--- config.mk ---
export PLATFORM = sky130hd
export DESIGN_NAME = dmem_byte_ctrl
export DESIGN_NICKNAME = d
export VERILOG_FILES = /design/src/rtl/dmem_pkg.sv /design/src/rtl/dmem_be_pack.sv /design/src/rtl/dmem_byte_ctrl.sv
export SDC_FILE = /design/constraint.sdc
export NUM_CORES = 1
export LEC_CHECK = 0
export BUFFER_PORTS_ARGS = -buffer_cell sky130_fd_sc_hd__buf_2
export CAP_MARGIN = 15
export CORE_AREA = 2 2 84 126
export DETAILED_ROUTE_END_ITERATION = 8
export DIE_AREA = 0 0 86 128
export PLACE_DENSITY_LB_ADDON = 0.25
export SYNTH_ARGS = -nofsm -noshare
export SYNTH_HDL_FRONTEND = slang
export SYNTH_HIERARCHICAL = 1
export SYNTH_SLANG_ARGS = --single-unit
--- constraint.sdc ---
create_clock -name clk -period 3.4 [get_ports clk]
set_clock_uncertainty 0.05 [all_clocks]
set_input_delay 0.34 -clock clk [delete_from_list [all_inputs] [get_ports clk]]
set_output_delay 0.34 -clock clk [all_outputs]
set_load 0.02 [all_outputs]
--- src/rtl/dmem_pkg.sv ---
// Shared types and helpers for the byte-serial data-memory controller.
package dmem_pkg;

  typedef enum logic [1:0] {
    IDLE    = 2'd0,
    XFER    = 2'd1,
    CAPTURE = 2'd2,
    RESP    = 2'd3
  } state_t;

  localparam int unsigned BYTES_PER_WORD = 4;

  // Big-endian byte select: idx 0 is bits 31:24, idx 3 is bits 7:0.
  function automatic logic [7:0] be_byte(input logic [31:0] word, input logic [1:0] idx);
    logic [31:0] sh;
    sh = word << (8 * idx);
    return sh[31:24];
  endfunction

endpackage

--- src/rtl/dmem_be_pack.sv ---
// Big-endian 4x8 assembly register; word shows the contents with any pending load merged in.
module dmem_be_pack
  import dmem_pkg::*;
(
  input  logic        clk,
  input  logic        rst_n,
  input  logic        ld,
  input  logic [1:0]  idx,
  input  logic [7:0]  din,
  output logic [31:0] word
);

  logic [31:0] word_q;

  always_comb begin
    word = word_q;
    for (int unsigned i = 0; i < BYTES_PER_WORD; i++) begin
      if (ld && idx == 2'(i)) word[31 - 8*i -: 8] = din;
    end
  end

  always_ff @(posedge clk) begin
    if (!rst_n) word_q <= '0;
    else        word_q <= word;
  end

endmodule

--- src/rtl/dmem_byte_ctrl.sv ---
// Sequences one 32-bit request into four big-endian byte accesses on a byte-wide synchronous memory.
module dmem_byte_ctrl
  import dmem_pkg::*;
#(
  parameter int unsigned ADDR_W = 5
) (
  input  logic              clk,
  input  logic              rst_n,
  input  logic              req_valid,
  output logic              req_ready,
  input  logic              req_we,
  input  logic [ADDR_W-1:0] req_addr,
  input  logic [31:0]       req_wdata,
  output logic              rsp_valid,
  output logic [31:0]       rsp_rdata,
  output logic              rsp_err,
  output logic              busy,
  output logic              mem_en,
  output logic              mem_we,
  output logic [ADDR_W-1:0] mem_addr,
  output logic [7:0]        mem_wdata,
  input  logic [7:0]        mem_rdata
);

  state_t            state;
  logic [1:0]        cnt;
  logic              we_q;
  logic [ADDR_W-1:0] addr_q;
  logic [31:0]       wdata_q;
  logic              err_q;
  logic [31:0]       rdata_q;

  logic              pack_ld;
  logic [1:0]        pack_idx;
  logic [31:0]       pack_word;
  logic              xfer;
  logic              misaligned;

  // Read data lags the address by one cycle, so XFER cnt>0 captures byte cnt-1 and CAPTURE takes byte 3.
  assign pack_ld  = (state == XFER && cnt != 2'd0 && !we_q) || state == CAPTURE;
  assign pack_idx = (state == CAPTURE) ? 2'd3 : cnt - 2'd1;

  dmem_be_pack u_pack (
    .clk   (clk),
    .rst_n (rst_n),
    .ld    (pack_ld),
    .idx   (pack_idx),
    .din   (mem_rdata),
    .word  (pack_word)
  );

  assign misaligned = |req_addr[1:0];

  always_ff @(posedge clk) begin
    if (!rst_n) begin
      state   <= IDLE;
      cnt     <= '0;
      we_q    <= 1'b0;
      addr_q  <= '0;
      wdata_q <= '0;
      err_q   <= 1'b0;
      rdata_q <= '0;
    end else begin
      unique case (state)
        IDLE: if (req_valid) begin
          we_q    <= req_we;
          addr_q  <= req_addr;
          wdata_q <= req_wdata;
          err_q   <= misaligned;
          cnt     <= '0;
          state   <= misaligned ? RESP : XFER;
        end
        XFER: begin
          cnt <= cnt + 2'd1;
          if (cnt == 2'd3) state <= we_q ? RESP : CAPTURE;
        end
        CAPTURE: begin
          rdata_q <= pack_word;
          state   <= RESP;
        end
        RESP: state <= IDLE;
        default: state <= IDLE;
      endcase
    end
  end

  // Strobes are masked while rst_n is low so an in-flight byte is not written on the reset edge.
  assign xfer      = (state == XFER) && rst_n;
  assign mem_en    = xfer;
  assign mem_we    = xfer && we_q;
  assign mem_addr  = xfer ? addr_q + ADDR_W'(cnt) : '0;
  assign mem_wdata = xfer ? be_byte(wdata_q, cnt) : '0;

  assign req_ready = (state == IDLE);
  assign busy      = ~req_ready;
  assign rsp_valid = (state == RESP) && rst_n;
  assign rsp_err   = rsp_valid && err_q;
  assign rsp_rdata = rdata_q;

endmodule

==> results of run 1 <==
-- flip-flops by register name, indices dropped and copies added (netlist names) --
register,cells
state,2
cnt,2
err_q,1
wdata_q,32
rsp_rdata,32
we_q,1
u_pack/word_q,32
addr_q,5
-- layout make-up --
cell class,instances,area (µm²),share of cell area
Clock buffer,10,239,0.0425
Clock inverter,6,53.8,0.00956
Inverter,10,37.5,0.00667
Multi-Input combinational cell,354,2450,0.435
Sequential cell,107,2140,0.381
Tap cell,117,146,0.0260
Timing Repair Buffer,108,563,0.100
-- worst paths after layout --
check	startpoint	endpoint	slack [ns]	cells after the start
max	cnt[0]	mem_addr[4]	0.67	7
min	req_wdata[1]	wdata_q[1]	0.16	3
max reg2reg	state[0]	rsp_rdata[10]	0.84	7
min reg2reg	wdata_q[30]	wdata_q[30]	0.40	2
-- worst max-delay path, delay by kind of cell (launching register included) --
family          cells  cell delay, ns
flops               1            0.33
compound gates      1            0.17
simple gates        1            0.37
buf+inv             3            0.50
fa+ha+maj           2            0.63
-- cell families after synthesis --
group,synth area share
buffers and inverters,0.0554
XOR/XNOR,0.00180
flip-flops,0.441
adder cells (fa/ha/maj),0.0247
multiplexers,0.251
AND/OR/NAND/NOR,0.170
AO/OA/AOI/OAI,0.0562
-- routing by layer --
layer	global-route usage	share of wire	vias to the layer above
met5	0	0	-
met4	0.0831	0.017	0
met3	0.0425	0.043	15
met2	0.357	0.53	92
met1	0.226	0.41	1732
li1	-	-	1873
-- through the flow --
step                power (µW)  area [µm²]
floorplan                 2300        4850
CTS                       3500        5630
finish                    3470        5630
detailed placement        2480        5340
global placement          2450        5340
global route              3660        5630
-- power by group --
group	switching [µW]	internal, µW	leakage, µW
Clock	493	532	0.000142
Sequential	78.8	1400	0.000869
Combinational	557	416	0.00155
-- cells in the final DEF (no fill, tap or decap), types with 3 or more instances in the layout --
master and instances:
sky130_fd_sc_hd__nand2_1 120, sky130_fd_sc_hd__mux2_4 6, sky130_fd_sc_hd__inv_1 9, sky130_fd_sc_hd__mux2_2 26, sky130_fd_sc_hd__clkbuf_16 9, sky130_fd_sc_hd__and3_1 3
sky130_fd_sc_hd__buf_4 9, sky130_fd_sc_hd__ha_1 7, sky130_fd_sc_hd__dfxtp_1 107, sky130_fd_sc_hd__mux2i_1 65, sky130_fd_sc_hd__inv_6 3, sky130_fd_sc_hd__nor2_1 38
sky130_fd_sc_hd__nand2b_1 4, sky130_fd_sc_hd__nor2b_1 7, sky130_fd_sc_hd__mux4_2 7, sky130_fd_sc_hd__buf_2 99, sky130_fd_sc_hd__a21oi_1 43
==> impl_metrics.toml, run 1 <==
[status]
run_status = "finished clean"

[clock_network]
postCtsSetupRepairBufs = 0
htree_num_levels = 3
clkLatencyLatePin_ns = 0.35
clock-sinks = 107
cts-root-to-sink-buffers = 2
cts_tree = "built"
cts.hold.buffers_added = 0
numCtsBuffers = 9
clock_tree.root_cell = "sky130_fd_sc_hd__clkbuf_16"
worst_path_clk_slew_ns = 0.08
cts.repair.resized = 0

[yosys]
ys_top_cells_by_count = "sky130_fd_sc_hd__nand2_1 (120), sky130_fd_sc_hd__dfxtp_1 (107), sky130_fd_sc_hd__mux2i_1 (65), sky130_fd_sc_hd__a21oi_1 (43), sky130_fd_sc_hd__nor2_1 (38)"
cell_with_the_most_instances_after_synthesis = "sky130_fd_sc_hd__nand2_1"
synth_warnings = 6
synth_edf_count = 0
syn-mean-instance-area_um2 = 9.61
postSynth.asyncResetShare = 0
ys_top_cells_by_area = "sky130_fd_sc_hd__dfxtp_1 (44%), sky130_fd_sc_hd__mux2i_1 (13%), sky130_fd_sc_hd__nand2_1 (9.3%)"
synth_top_area_cell = "sky130_fd_sc_hd__dfxtp_1"
syn_nets = 563
yosysSeqAreaShare = 0.441
yosys.cell_types.count = 39
yosys.area.top_type_share = 0.441
syn_area_um2 = 4850
ys.flop_type = "sky130_fd_sc_hd__dfxtp_1"
synthesis.instances = 505
ys_seq_elements = 107

[pwr]
total_leakage_power_uw = 0.00256
cellPowerDensity_nw_per_um2 = 617
peakVddDrop_uv = 281

[finish]
final_util = 0.565
final_cell_count_no_fill = 712
fillCellCount = 909
layout.nets = 648
post_route_cells_drive_above_1_share = 0.292
diodes = 0
syn_to_final_growth_pct = 15.9

[floorplan]
starting_density = 0.487
die_area_um2 = 11000
die_h_um = 128
num_io_pins = 100
core_area_um2 = 9970
die_width_um = 86
rows = 45

[global_route]
grt_overflow_total = 0
wire_length_of_the_first_global_routing_pass_um = 17300
gr-usage-all-layers = 0.199
grt_start_max_net_pins = 44
grt_antenna_before_repair = 0
first_global_vias = 3562

[drt]
antenna_violating_nets_post_route = 0
avgRoutedWirePerCell_um = 15.2
detailedRoute.firstIterationViolations = 99
routed_via_count = 3712
drt_pass1_iterations = 5
route.detailed.vias_per_inst = 5.21
detail_route.wirelength_um = 10800
drc_errors = 0

[timing]
final.setup.tns_ns = 0
setup-violations-final = 0
setup_slack_ns = 0.673
period_share = 0.802
worstMarginPinSlew_ns = 0.521
max_clock_freq_ghz = 0.367
timing.final.crit_period_ns = 2.73
hold_viol = 0
rsz0062_at_grt = "false"
timing_max_transition_violations_final = 0
slew_headroom = 0.651
fin_worst_hold_slack_ns = 0.164

[placement]
io_buffer_count = 99
place_inst = 696
preCtsSetupSlack_ns = 0.844
gp_routability_congestion = 0.789
detailedPlacementHpwl_um = 7640

[worst_setup_path]
slowest_stage = "sky130_fd_sc_hd__fa_1"
critical_path_arrival_ns = 2.34
worstPathMaxFanout = 12
criticalPathCategory = "reg2out"
cp_data_required_time_ns = 3.01
critical-path-max-stage-delay_ns = 0.42
element_type_at_the_critical_path_end = "output pin"
path_cells = "buf_4 -> ha_1 -> inv_1 -> fa_1 -> or3_1 -> a21oi_1 -> buf_2"
timing.critical_path.from_type = "register"

[job]
timing.max_cap.violations = 0

[worst_hold_path]
hold_path.class = "in2reg"
Power figures use the tool's default switching activity.
==> inputs of run 2 (changes only) <==
--- a/config.mk
+++ b/config.mk
@@ -5,11 +5,12 @@
 export SDC_FILE = /design/constraint.sdc
 export NUM_CORES = 1
 export LEC_CHECK = 0
+export ABC_AREA = 1
 export BUFFER_PORTS_ARGS = -buffer_cell sky130_fd_sc_hd__buf_2
 export CAP_MARGIN = 15
-export CORE_AREA = 2 2 84 126
+export CORE_AREA = 2 2 84 127
 export DETAILED_ROUTE_END_ITERATION = 8
-export DIE_AREA = 0 0 86 128
+export DIE_AREA = 0 0 86 129
 export PLACE_DENSITY_LB_ADDON = 0.25
 export SYNTH_ARGS = -nofsm -noshare
 export SYNTH_HDL_FRONTEND = slang
==> constraint.sdc (replaced) <==
create_clock -name clk -period 2.3 [get_ports clk]
set_clock_uncertainty 0.05 [all_clocks]
set_input_delay 0.23 -clock clk [delete_from_list [all_inputs] [get_ports clk]]
set_output_delay 0.23 -clock clk [all_outputs]
set_load 0.02 [all_outputs]
==> run 2 against run 1 <==
Net effect:
- cell count is 28% higher
- critical path depth stayed put
- non-clock buffer count is 5 higher
- power is 98% higher
==> impl_metrics.toml, run 2 <==
[worst_setup_path]
rr_startpoint = "state[0]"
critical_path_arrival_ns = 1.86
critPathCapture = "mem_addr[4]"
r2r_end = "rsp_rdata[17]"
cp_data_required_time_ns = 2.02
regToRegSetupSlack_ns = 0.26
element_type_at_the_critical_path_end = "output pin"
crit_path_start = "cnt[0]"
r2r.worst_path.cells = 11
worstPathMaxFanout = 4
criticalPathCategory = "reg2out"
timing.critical_path.from_type = "register"

[finish]
multi_input_gate_area_in_the_final_layout_um2 = 2080
layout.nets = 847
final_common_cell = "sky130_fd_sc_hd__nor2_1"
post_route_cells_drive_above_1_share = 0.181
most-common-layout-cells = "sky130_fd_sc_hd__nor2_1 (189), sky130_fd_sc_hd__nand2_1 (107), sky130_fd_sc_hd__dfxtp_1 (106)"
ff_latch_area_um2 = 2140
syn_to_final_growth_pct = 18.4
diodes = 0
fillCellCount = 989

[global_route]
grt_antenna_before_repair = 0
grt_start_max_net_pins = 47
gr-usage-all-layers = 0.214
wire_length_of_the_first_global_routing_pass_um = 18800
grt_overflow_total = 0
first_global_vias = 4103

[timing]
slew_headroom = 0.667
hold_viol = 0
setup-violations-final = 0
max_clock_freq_ghz = 0.468
final.setup.tns_ns = 0
rsz0062_at_grt = "false"
worstMarginPinSlew_ns = 0.499
timing_max_transition_violations_final = 0
timing.final.crit_period_ns = 2.14
period_share = 0.929

[clock_network]
clkLatencyLatePin_ns = 0.34
htree_num_levels = 3
clock_tree.root_cell = "sky130_fd_sc_hd__clkbuf_16"
cts-root-to-sink-buffers = 2
cts.hold.buffers_added = 0
clock-sinks = 107
worst_path_clk_slew_ns = 0.07
numCtsBuffers = 9
cts_tree = "built"

[floorplan]
rows = 45
starting_density = 0.481
die_h_um = 129
die_width_um = 86
core_area_um2 = 9970
die_area_um2 = 11100
num_io_pins = 100

[pwr]
total_leakage_power_uw = 0.00300
peakVddDrop_uv = 552
cellPowerDensity_nw_per_um2 = 1210
total_power_uw = 6890

[placement]
io_buffer_count = 99
gp_routability_congestion = 0.865
detailedPlacementHpwl_um = 8330

[yosys]
syn_area_um2 = 4790
ys.flop_type = "sky130_fd_sc_hd__dfxtp_1"
yosys.area.top_type_share = 0.447
syn_nets = 758
yosys.cell_types.count = 24
synth_warnings = 6
syn-mean-instance-area_um2 = 6.85
ys_top_cells_by_area = "sky130_fd_sc_hd__dfxtp_1 (45%), sky130_fd_sc_hd__nor2_1 (15%), sky130_fd_sc_hd__nand2_1 (8.5%)"
ys_seq_elements = 107
synthesis.instances = 700
ys_top_cells_by_count = "sky130_fd_sc_hd__nor2_1 (190), sky130_fd_sc_hd__nand2_1 (108), sky130_fd_sc_hd__dfxtp_1 (107), sky130_fd_sc_hd__inv_1 (97), sky130_fd_sc_hd__o21ai_0 (76)"
yosysSeqAreaShare = 0.447
cell_with_the_most_instances_after_synthesis = "sky130_fd_sc_hd__nor2_1"
synth_edf_count = 0
postSynth.asyncResetShare = 0
synth_top_area_cell = "sky130_fd_sc_hd__dfxtp_1"

[worst_hold_path]
hold_path.class = "in2reg"

[drt]
routed_via_count = 4436
drt_pass1_iterations = 5
avgRoutedWirePerCell_um = 12.7
route.detailed.vias_per_inst = 4.87
drc_errors = 0
detail_route.wirelength_um = 11600
antenna_violating_nets_post_route = 0
detailedRoute.firstIterationViolations = 214

[status]
run_status = "finished clean"

[job]
timing.max_cap.violations = 0
run 2: layout make-up:
| cell class | count | area share |
|---|---|---|
| flip-flops and latches | 107 | 0.378 |
| multi-input cells | 456 | 0.366 |
| repair buffers | 113 | 0.108 |
| inverters | 102 | 0.0681 |
| clock buffers | 12 | 0.0452 |
| well taps | 117 | 0.0258 |
| clock inverters | 4 | 0.00860 |
run 2: worst min path at each step:
stage / startpoint / to / slack [ns] / cells past startpoint
floorplan: req_addr[4] / addr_q[4] / 0.34 / 2
global route: req_wdata[31] / wdata_q[31] / 0.10 / 3
CTS: req_wdata[13] / wdata_q[13] / 0.08 / 3
detailed placement: wdata_q[17] / wdata_q[17] / 0.40 / 2
finish: req_wdata[13] / wdata_q[13] / 0.08 / 3
global placement: wdata_q[20] / wdata_q[20] / 0.39 / 2
run 2: routing by layer:
| layer | vias up | global-route usage | part of all wire |
|---|---|---|---|
| met5 | - | 0 | 0 |
| met4 | 0 | 0.107 | 0.028 |
| met2 | 115 | 0.386 | 0.51 |
| li1 | 2330 | - | - |
| met1 | 1971 | 0.244 | 0.42 |
| met3 | 20 | 0.0276 | 0.044 |
run 2: what timing repair did:
| item | in CTS | in global routing |
|---|---|---|
| setup buffers | 0 | 0 |
| setup endpoints to repair | 0 | 2 |
| resized for setup | 0 | 4 |
run 2: per-stage QoR:
stage	utilization	cells	instance area (µm²)	hold WS [ns]	setup slack, ns
4_1_cts	0.568	911	5670	0.0823	0.0917
5_1_grt	0.569	911	5670	0.100	0.0169
3_3_place_gp	0.538	895	5360	0.391	0.253
6_report	0.569	911	5670	0.0815	0.163
3_5_place_dp	0.538	895	5360	0.398	0.192
2_1_floorplan	-	700	4790	0.345	0.228
run 2: critical path, cell delays in order (launching register included):
cell and delay (ns):
sky130_fd_sc_hd__dfxtp_2 0.36, sky130_fd_sc_hd__ha_1 0.20, sky130_fd_sc_hd__inv_1 0.06, sky130_fd_sc_hd__fa_1 0.42
sky130_fd_sc_hd__nor2_2 0.14, sky130_fd_sc_hd__a21oi_1 0.07, sky130_fd_sc_hd__nor2_1 0.09, sky130_fd_sc_hd__buf_2 0.16
run 2: logic make-up (layout without fill, tap and decap cells):
logic type	after synthesis	in the layout	synth area share
AND/OR/NAND/NOR	338	338	0.291
buffers and inverters	137	231	0.123
AO/OA/AOI/OAI	109	109	0.114
flip-flops	107	107	0.447
adder cells (fa/ha/maj)	9	9	0.0251
run 2: where the power goes:
| part | total (µW) | leakage [µW] | switching, µW | internal [µW] |
|---|---|---|---|---|
| Clock | 1570 | 0.000153 | 666 | 902 |
| Sequential | 2660 | 0.000878 | 253 | 2400 |
| Combinational | 2660 | 0.00197 | 1790 | 869 |
==> inputs of run 3 (changes only) <==
--- a/config.mk
+++ b/config.mk
@@ -16,3 +16,4 @@
 export SYNTH_HDL_FRONTEND = slang
 export SYNTH_HIERARCHICAL = 1
 export SYNTH_SLANG_ARGS = --single-unit
+export TNS_END_PERCENT = 100
==> constraint.sdc (replaced) <==
create_clock -name clk -period 1.8 [get_ports clk]
set_clock_uncertainty 0.05 [all_clocks]
set_input_delay 0.36 -clock clk [delete_from_list [all_inputs] [get_ports clk]]
set_output_delay 0.36 -clock clk [all_outputs]
set_load 0.02 [all_outputs]
==> run 3 against run 2 <==
Net effect:
- the run now ends with setup timing left
- first-iteration DRC count up 52%
- critical path depth increased by 6
- combinational power rose by 74%
- utilization up 10 points
- wire length up 16%
- non-clock buffer count grew 34
- critical path type is now reg2reg
==> impl_metrics.toml, run 3 (synthesis gave the netlist of run 2 again) <==
[status]
run_status = "finished, violations left"
failed_checks = "setup timing"

[floorplan]
num_io_pins = 100
die_h_um = 129
die_area_um2 = 11100
die_width_um = 86
rows = 45
core_area_um2 = 9970
starting_density = 0.481

[global_route]
grt_antenna_before_repair = 0
grt_overflow_total = 0
grt_start_max_net_pins = 70
first_global_vias = 4450
gr-usage-all-layers = 0.221
wire_length_of_the_first_global_routing_pass_um = 19500

[drt]
detailedRoute.firstIterationViolations = 325
avgRoutedWirePerCell_um = 14.3
detail_route.wirelength_um = 13500
drc_errors = 0
antenna_violating_nets_post_route = 0
drt_pass1_iterations = 5
routed_via_count = 4887
route.detailed.vias_per_inst = 5.17

[clock_network]
cts_tree = "built"
numCtsBuffers = 9
worst_path_clk_slew_ns = 0.07
cts.hold.buffers_added = 0
htree_num_levels = 3
clock_tree.root_cell = "sky130_fd_sc_hd__clkbuf_16"
clkLatencyLatePin_ns = 0.35
clock-sinks = 107
cts-root-to-sink-buffers = 2

[placement]
gp_routability_congestion = 0.819
io_buffer_count = 99
detailedPlacementHpwl_um = 8240

[timing]
rsz0062_at_grt = "true"
slew_headroom = 0.693
setup_slack_ns = -0.274
period_share = 1.15
hold_viol = 0
max_clock_freq_ghz = 0.482
timing_max_transition_violations_final = 0
timing.final.crit_period_ns = 2.07
worstMarginPinSlew_ns = 0.456
setup-violations-final = 76

[worst_setup_path]
cp_data_required_time_ns = 2.04
critical-path-max-stage-delay_ns = 0.37
critPathTopFamily = "buffers and inverters"
criticalPathCategory = "reg2reg"
path_cells = "buf_6 -> buf_6 -> clkinv_8 -> ha_4 -> o31ai_4 -> buf_6 -> buf_8 -> nand3_4 -> nand2_2 -> nand2_2 -> inv_2 -> nor2_2 -> nor2_1"
worstPathMaxFanout = 8
element_type_at_the_critical_path_end = "register"
path_buf_inv = 6
critical_path_arrival_ns = 2.31
timing.critical_path.from_type = "register"
critical_path.most_common_cell = "sky130_fd_sc_hd__buf_6"
slowest_stage = "sky130_fd_sc_hd__dfxtp_4"

[pwr]
switching_share = 0.406
pwr-share-comb = 0.461
sequentialPowerShare = 0.341
cellPowerDensity_nw_per_um2 = 1510
peakVddDrop_uv = 1050
total_power_uw = 10100
total_switching_power_uw = 4090
power_frac_clock = 0.198
total_leakage_power_uw = 0.00317
internal_power_uw = 5980

[finish]
diodes = 0
syn_to_final_growth_pct = 39.3
final_common_cell = "sky130_fd_sc_hd__nor2_1"
layout.nets = 881
final_util = 0.670
most-common-layout-cells = "sky130_fd_sc_hd__nor2_1 (153), sky130_fd_sc_hd__dfxtp_1 (102), sky130_fd_sc_hd__buf_2 (86)"
post_route_cells_drive_above_1_share = 0.407

[worst_hold_path]
hold_path.class = "in2reg"

[job]
timing.max_cap.violations = 0
[run 3: changes by cell type in the layout (fill, tap and decap cells not counted), sizes merged]
cell and change:
buf +33, inv +1, clkbuf -2, clkinvlp +2
[run 3: stage by stage]
step / worst slack (ns) / TNS (ns) / cell area (µm²) / cells / hold slack, ns
3_3_place_gp: -0.0537 / -0.372 / 5470 / 905 / 0.388
6_report: -0.274 / -13.14 / 6680 / 945 / 0.216
4_1_cts: -0.308 / -10.16 / 6130 / 935 / 0.204
2_1_floorplan: 0.00913 / 0 / 4840 / 700 / 0.379
3_5_place_dp: -0.0820 / -1.22 / 5470 / 905 / 0.397
5_1_grt: -0.376 / -18.82 / 6680 / 945 / 0.227
[run 3: path summary, 6_finish.rpt]
path                                    from       endpoint  slack (ns)  cells after the start
worst max-delay path                  cnt[0]  rsp_rdata[21]       -0.27                     13
worst min-delay path            req_wdata[9]     wdata_q[9]        0.22                      3
worst max register to register        cnt[0]  rsp_rdata[21]       -0.27                     13
worst min register to register         err_q          err_q        0.41                      2
[run 3: power by group through the flow]
| stage | clock network [µW] | registers, µW | logic [µW] |
|---|---|---|---|
| 2_1_floorplan | 0 | 3750 | 2220 |
| 3_3_place_gp | 0 | 3400 | 3460 |
| 3_5_place_dp | 0 | 3430 | 3520 |
| 4_1_cts | 2020 | 3410 | 4010 |
| 5_1_grt | 2110 | 3510 | 5090 |
| 6_report | 2000 | 3430 | 4640 |
[run 3: worst register-to-register path: cells and delay by family, from the launching register on]
family,cells,cell delay (ns)
and+or+nand+nor,5,0.48
adders and majority gates,1,0.16
DFF,1,0.37
AOI/OAI and AO/OA,1,0.30
buffers and inverters,6,0.67
[run 3: timing repair]
| item | CTS | global route |
|---|---|---|
| gates cloned | 5 | 3 |
| setup endpoints to repair | 51 | 78 |
| buffers inserted | 10 | 9 |
| pin swaps | 83 | 95 |
| gates resized for setup | 76 | 168 |
[run 3: routing by layer]
| layer | track usage | up-vias | wire length (µm) |
|---|---|---|---|
| met2 | 0.421 | 170 | 7420 |
| met3 | 0.0398 | 31 | 836 |
| met4 | 0.104 | 0 | 439 |
| met5 | 0 | - | 0 |
| met1 | 0.228 | 2286 | 4800 |
| li1 | - | 2400 | - |
[run 3: layout make-up]
class | count | area, µm²
clock inverter | 7 | 76.3
clock buffer | 9 | 225
multi-input combinational | 456 | 2580
fill | 815 | 3290
inverter | 102 | 399
timing repair buffer | 147 | 1090
tap | 117 | 146
sequential | 107 | 2150
